## src/rtl/button_debounce.sv

```systemverilog
// button_debounce: per-channel 2-FF synchronizer, polarity inversion and counter debounce FSM
// for active-low push buttons. Optional long-press pulse: define BUTTON_DEBOUNCE_LONG_PRESS_EN.
module button_debounce #(
  parameter int NUM_BUTTONS       = 2,
  parameter int DEBOUNCE_CYCLES   = 250000,
  parameter int LONG_PRESS_CYCLES = 25000000
) (
  input  logic                   clock,
  input  logic                   reset,
  input  logic [NUM_BUTTONS-1:0] push_button_n,
  output logic [NUM_BUTTONS-1:0] button_level,
  output logic [NUM_BUTTONS-1:0] button_press,
  output logic [NUM_BUTTONS-1:0] button_release,
  output logic [NUM_BUTTONS-1:0] button_long
);

  localparam int CW = $clog2(DEBOUNCE_CYCLES + 1);
  localparam logic [CW-1:0] CNT_LAST = CW'(DEBOUNCE_CYCLES - 1);

  typedef enum logic [1:0] {
    RELEASED      = 2'd0,
    PRESS_CHECK   = 2'd1,
    PRESSED       = 2'd2,
    RELEASE_CHECK = 2'd3
  } state_e;

  if (NUM_BUTTONS < 1 || DEBOUNCE_CYCLES < 1 || LONG_PRESS_CYCLES < 1) begin : g_bad_params
    $error("button_debounce: all parameters must be >= 1");
  end

  logic [NUM_BUTTONS-1:0] sync1_q, sync2_q;
  logic [NUM_BUTTONS-1:0] raw_s;
  state_e                 state_q [NUM_BUTTONS];
  state_e                 state_d [NUM_BUTTONS];
  logic [CW-1:0]          cnt_q   [NUM_BUTTONS];
  logic [CW-1:0]          cnt_d   [NUM_BUTTONS];
  logic [NUM_BUTTONS-1:0] level_q, level_d;
  logic [NUM_BUTTONS-1:0] press_q, press_d;
  logic [NUM_BUTTONS-1:0] release_q, release_d;
  logic [NUM_BUTTONS-1:0] long_q, long_d;

  assign raw_s = ~sync2_q;

  // Debounce next-state: a level change is accepted only after an unbroken run of samples.
  always_comb begin
    for (int i = 0; i < NUM_BUTTONS; i++) begin
      state_d[i]   = state_q[i];
      cnt_d[i]     = cnt_q[i];
      press_d[i]   = 1'b0;
      release_d[i] = 1'b0;
      case (state_q[i])
        RELEASED: begin
          cnt_d[i] = '0;
          if (raw_s[i]) state_d[i] = PRESS_CHECK;
          else          state_d[i] = RELEASED;
        end
        PRESS_CHECK: begin
          if (!raw_s[i]) begin
            state_d[i] = RELEASED;
            cnt_d[i]   = '0;
          end else if (cnt_q[i] == CNT_LAST) begin
            state_d[i] = PRESSED;
            cnt_d[i]   = '0;
            press_d[i] = 1'b1;
          end else begin
            cnt_d[i]   = cnt_q[i] + CW'(1);
          end
        end
        PRESSED: begin
          cnt_d[i] = '0;
          if (!raw_s[i]) state_d[i] = RELEASE_CHECK;
          else           state_d[i] = PRESSED;
        end
        RELEASE_CHECK: begin
          if (raw_s[i]) begin
            state_d[i]   = PRESSED;
            cnt_d[i]     = '0;
          end else if (cnt_q[i] == CNT_LAST) begin
            state_d[i]   = RELEASED;
            cnt_d[i]     = '0;
            release_d[i] = 1'b1;
          end else begin
            cnt_d[i]     = cnt_q[i] + CW'(1);
          end
        end
        default: begin
          state_d[i] = RELEASED;
          cnt_d[i]   = '0;
        end
      endcase
      level_d[i] = (state_d[i] == PRESSED) || (state_d[i] == RELEASE_CHECK);
    end
  end

  // Synchronizers, FSM state and registered outputs.
  always_ff @(posedge clock) begin
    if (reset) begin
      sync1_q   <= '1;
      sync2_q   <= '1;
      level_q   <= '0;
      press_q   <= '0;
      release_q <= '0;
      long_q    <= '0;
      for (int i = 0; i < NUM_BUTTONS; i++) begin
        state_q[i] <= RELEASED;
        cnt_q[i]   <= '0;
      end
    end else begin
      sync1_q   <= push_button_n;
      sync2_q   <= sync1_q;
      level_q   <= level_d;
      press_q   <= press_d;
      release_q <= release_d;
      long_q    <= long_d;
      for (int i = 0; i < NUM_BUTTONS; i++) begin
        state_q[i] <= state_d[i];
        cnt_q[i]   <= cnt_d[i];
      end
    end
  end

`ifdef BUTTON_DEBOUNCE_LONG_PRESS_EN
  localparam int HW = $clog2(LONG_PRESS_CYCLES + 1);
  localparam logic [HW-1:0] HOLD_LAST = HW'(LONG_PRESS_CYCLES - 1);
  localparam logic [HW-1:0] HOLD_SAT  = HW'(LONG_PRESS_CYCLES);

  logic [HW-1:0] hold_q [NUM_BUTTONS];
  logic [HW-1:0] hold_d [NUM_BUTTONS];

  // Hold timer restarts on an accepted press only, so a release bounce cannot re-arm it.
  always_comb begin
    for (int i = 0; i < NUM_BUTTONS; i++) begin
      hold_d[i] = '0;
      long_d[i] = 1'b0;
      if (press_d[i]) begin
        hold_d[i] = '0;
      end else if (level_q[i] && !release_d[i]) begin
        if (hold_q[i] == HOLD_LAST) begin
          hold_d[i] = HOLD_SAT;
          long_d[i] = 1'b1;
        end else if (hold_q[i] == HOLD_SAT) begin
          hold_d[i] = HOLD_SAT;
        end else begin
          hold_d[i] = hold_q[i] + HW'(1);
        end
      end else begin
        hold_d[i] = '0;
      end
    end
  end

  // Hold counter registers.
  always_ff @(posedge clock) begin
    if (reset) begin
      for (int i = 0; i < NUM_BUTTONS; i++) hold_q[i] <= '0;
    end else begin
      for (int i = 0; i < NUM_BUTTONS; i++) hold_q[i] <= hold_d[i];
    end
  end
`else
  // Long-press feature compiled out.
  always_comb begin
    long_d = '0;
  end
`endif

  assign button_level   = level_q;
  assign button_press   = press_q;
  assign button_release = release_q;
  assign button_long    = long_q;

endmodule

```

## config.mk

```make
export PLATFORM = sky130hd
export DESIGN_NAME = button_debounce
export DESIGN_NICKNAME = d
export VERILOG_FILES = /design/src/rtl/button_debounce.sv
export SDC_FILE = /design/constraint.sdc
export NUM_CORES = 1
export LEC_CHECK = 0
export CORE_MARGIN = 2
export CORE_UTILIZATION = 52
export DETAILED_ROUTE_END_ITERATION = 10
export HOLD_SLACK_MARGIN = 0.15
export PLACE_DENSITY_LB_ADDON = 0.25
export SLEW_MARGIN = 20
export SYNTH_ARGS = -nofsm -noshare
export SYNTH_HDL_FRONTEND = slang
export SYNTH_SLANG_ARGS = --single-unit
```

## constraint.sdc

```tcl
create_clock -name clock -period 1.6 [get_ports clock]
set_input_delay 0.32 -clock clock [delete_from_list [all_inputs] [get_ports clock]]
set_output_delay 0.32 -clock clock [all_outputs]
set_load 0.005 [all_outputs]
```

==> metrics.txt <==
post-synthesis compound-gate area fraction=4.27%; Final TNS setup=0 ps; xor/xnor share of the synthesized area=roughly 12%; Synth Area in Simple Gates=31.2%; Avg Vias per Cell=5.28; Max Slew Vio Count=0; max cap viols=0; status=finished clean; Placement Cell Area=2460 um^2; ys flop type=dfxtp_1; vias in the first global route=1,698; Layout Utilization=~67%; drt pass-1 iters=4; Routed Antenna Nets=0; largest family of logic cells by synthesized area=simple AND/OR/NAND/NOR gates; via count=around 1,700; antenna violations before repair=0; final non-filler cell total=328; HP Start=sync1_q[0]; multiplexer share of the synthesized area=less than 1%; P_leak=0.847 nW; Starting Density=53.5%; drt total wl=4.26 mm; CTS sink count=49; CTS tree=yes; Worst setup EP type=flop; height of the chip=just under 70 um; IO Port Bufs=9; worst setup margin=around 55 ps; ANT cells=0; Die Width=67.7 um; crit path DAT=1790 ps; ys async rst share=0%; Root Driver=clkbuf_8; share of cells above drive strength 1=roughly 25%; CTS buffer count=5; clk buf depth=2; clk_skew=12.9 ps; clock insertion delay at the later pin of the skew report=between 300 and 400 ps; NumNets Final=283; PwrDens=around 760 nW/um^2; Yosys Warn Count=0; minimum clock period=1540 ps; GRT Util Overall=about a fifth; critical path fanouts, max=4; Top Ports=12; drt wl/cell=13.0 um; Final Hold Viols=0; Final Setup Violations=0; hold_buf cts=0; DRT iter0 DRCs=104; Seq cells post-synth=49; dpl hpwl=2.88 mm; Seq/Total Area, Yosys=46.5%; CP required=1840 ps; Worst R2R Path Depth=4; H-tree levels=2; first-pass GRT wire length=7.04 mm; fillers=329; gpl congestion=0.846; WHS=420 ps; critical path class=flop to flop; adder-cell share of the synthesized area=about 1.2%; period utilization=96.6%; Peak Freq=0.647 GHz; DRC errors left=0; gr ovfl total=0; largest net degree at the start of global routing=18; Tot Pwr=2.03 mW; setup slack, reg-to-reg=60 ps; dpl cells=~320; Core Area=3940 um^2; die area=4580 um^2; Area Overhead vs Synth=26.0%; Place WS=-75.1 ps; Post-Syn Instances=around 240; distinct cell type count after synthesis=37; Avg Cell Area, Syn=8.90 um^2; num rows=23; Worst Hold Endpoint=sync2_q[0]; Clk pin slew, worst setup/hold paths=90 ps; hold depth=1; fin area=roughly 2700 um^2; crit start category=flop; unrepaired setup endpoints after global routing=false; worst reg2reg startpoint=cnt_q[0][24]; Max IR drop VDD=0.763 mV; reg-to-reg critical path endpoint=cnt_q[0][35]; number of flops mapped to enable cells by yosys=0; Hold Crit Class=flop to flop; synthesized area=between 2000 and 2500 um^2
[state kept, by name, summed over array words and instances, names as in the netlist]
| signal | count |
|---|---|
| cnt_q | 36 |
| button_level | 1 |
| button_release | 2 |
| sync2_q | 2 |
| button_press | 2 |
| state_q | 4 |
| sync1_q | 2 |
[placed cells by master (no fill, tap or decap), types with 3 or more instances in the layout]
cell / Yosys / routed
a21oi_1: 4 / 4
and3_1: 4 / 3
buf_4: 3 / 32
clkbuf_8: 0 / 6
clkdlybuf4s50_1: 0 / 9
dfxtp_1: 49 / 39
dfxtp_2: 0 / 9
inv_1: 6 / 6
nand2_1: 8 / 8
nand3_1: 14 / 13
nand4_1: 10 / 10
nor2_1: 40 / 40
nor3_1: 10 / 10
nor4_1: 14 / 11
nor4b_1: 4 / 4
or2_2: 5 / 5
xnor2_1: 25 / 25
xor2_1: 5 / 5
[worst max-delay path, cell delays in order, from the launching register on]
cell,delay (ps)
dfxtp_2,370
nand2_2,70
or4_4,510
or4_1,410
a21oi_1,130
[power breakdown]
part / leakage, nW / switching (mW) / internal (mW)
clock: 0.0478 / 0.416 / 0.356
sequential: 0.401 / 0.00434 / 1.22
combinational: 0.398 / 0.0103 / 0.0160
total: 0.847 / 0.431 / 1.59
[cells in the mapped netlist, types with 3 or more instances]
master / instances / area share (%)
dfxtp_1: 49 / 47
buf_2: 5 / 1.2
or2_2: 5 / 1.5
xor2_1: 5 / 2.1
a21oi_1: 4 / 0.95
nor4b_1: 4 / 1.7
nor3_1: 10 / 2.4
nor2_1: 40 / 7.1
xnor2_1: 25 / 10
and3_1: 4 / 1.2
nand2_1: 8 / 1.4
nor4_1: 14 / 4.2
nand3_1: 14 / 3.3
buf_4: 3 / 1.1
inv_1: 6 / 1.1
nand4_1: 10 / 3.0
[how the worst max path moves through the flow]
| stage | end | slack [ps] | start |
|---|---|---|---|
| finish | cnt_q[0][35] | 60 | cnt_q[0][24] |
| global route | cnt_q[0][11] | 3 | cnt_q[0][5] |
| CTS | cnt_q[0][35] | 10 | cnt_q[0][25] |
| detailed placement | cnt_q[0][34] | -80 | reset |
| global placement | cnt_q[0][24] | -30 | reset |
| floorplan | cnt_q[0][35] | 2 | cnt_q[0][25] |
[layer usage]
layer / part of all wire (%) / up-vias / GRT usage (%)
li1: - / 897 / -
met1: 44 / 805 / 22.9
met2: 51 / 24 / 36.9
met3: 2.9 / 5 / 5.50
met4: 1.5 / 0 / 7.40
met5: 0 / - / 0
[final cells by class]
type	count	area (um^2)	share of cell area, %
clock buffers	6	82.6	3.11
flip-flops and latches	49	996	37.5
well taps	50	62.6	2.36
multi-input cells	173	1130	42.4
clock inverters	2	16.3	0.612
repair buffers	42	350	13.2
inverters	6	22.5	0.848
[what timing repair did]
action | 4_1_cts | 5_1_grt
setup buffers | 1 | 1
endpoints found under the setup margin | 16 | 40
resized for setup | 4 | 17
pin swaps | 1 | 3
[kinds of logic after synthesis]
logic type / after synthesis
AOI/OAI and AO/OA: 13
xor gates and xnor gates: 30
adders and majority gates: 2
buffers and inverters: 16
DFF: 49
muxes: 1
other: 1
and+or+nand+nor: 125
Note: power is estimated with default switching activity, not from simulation.
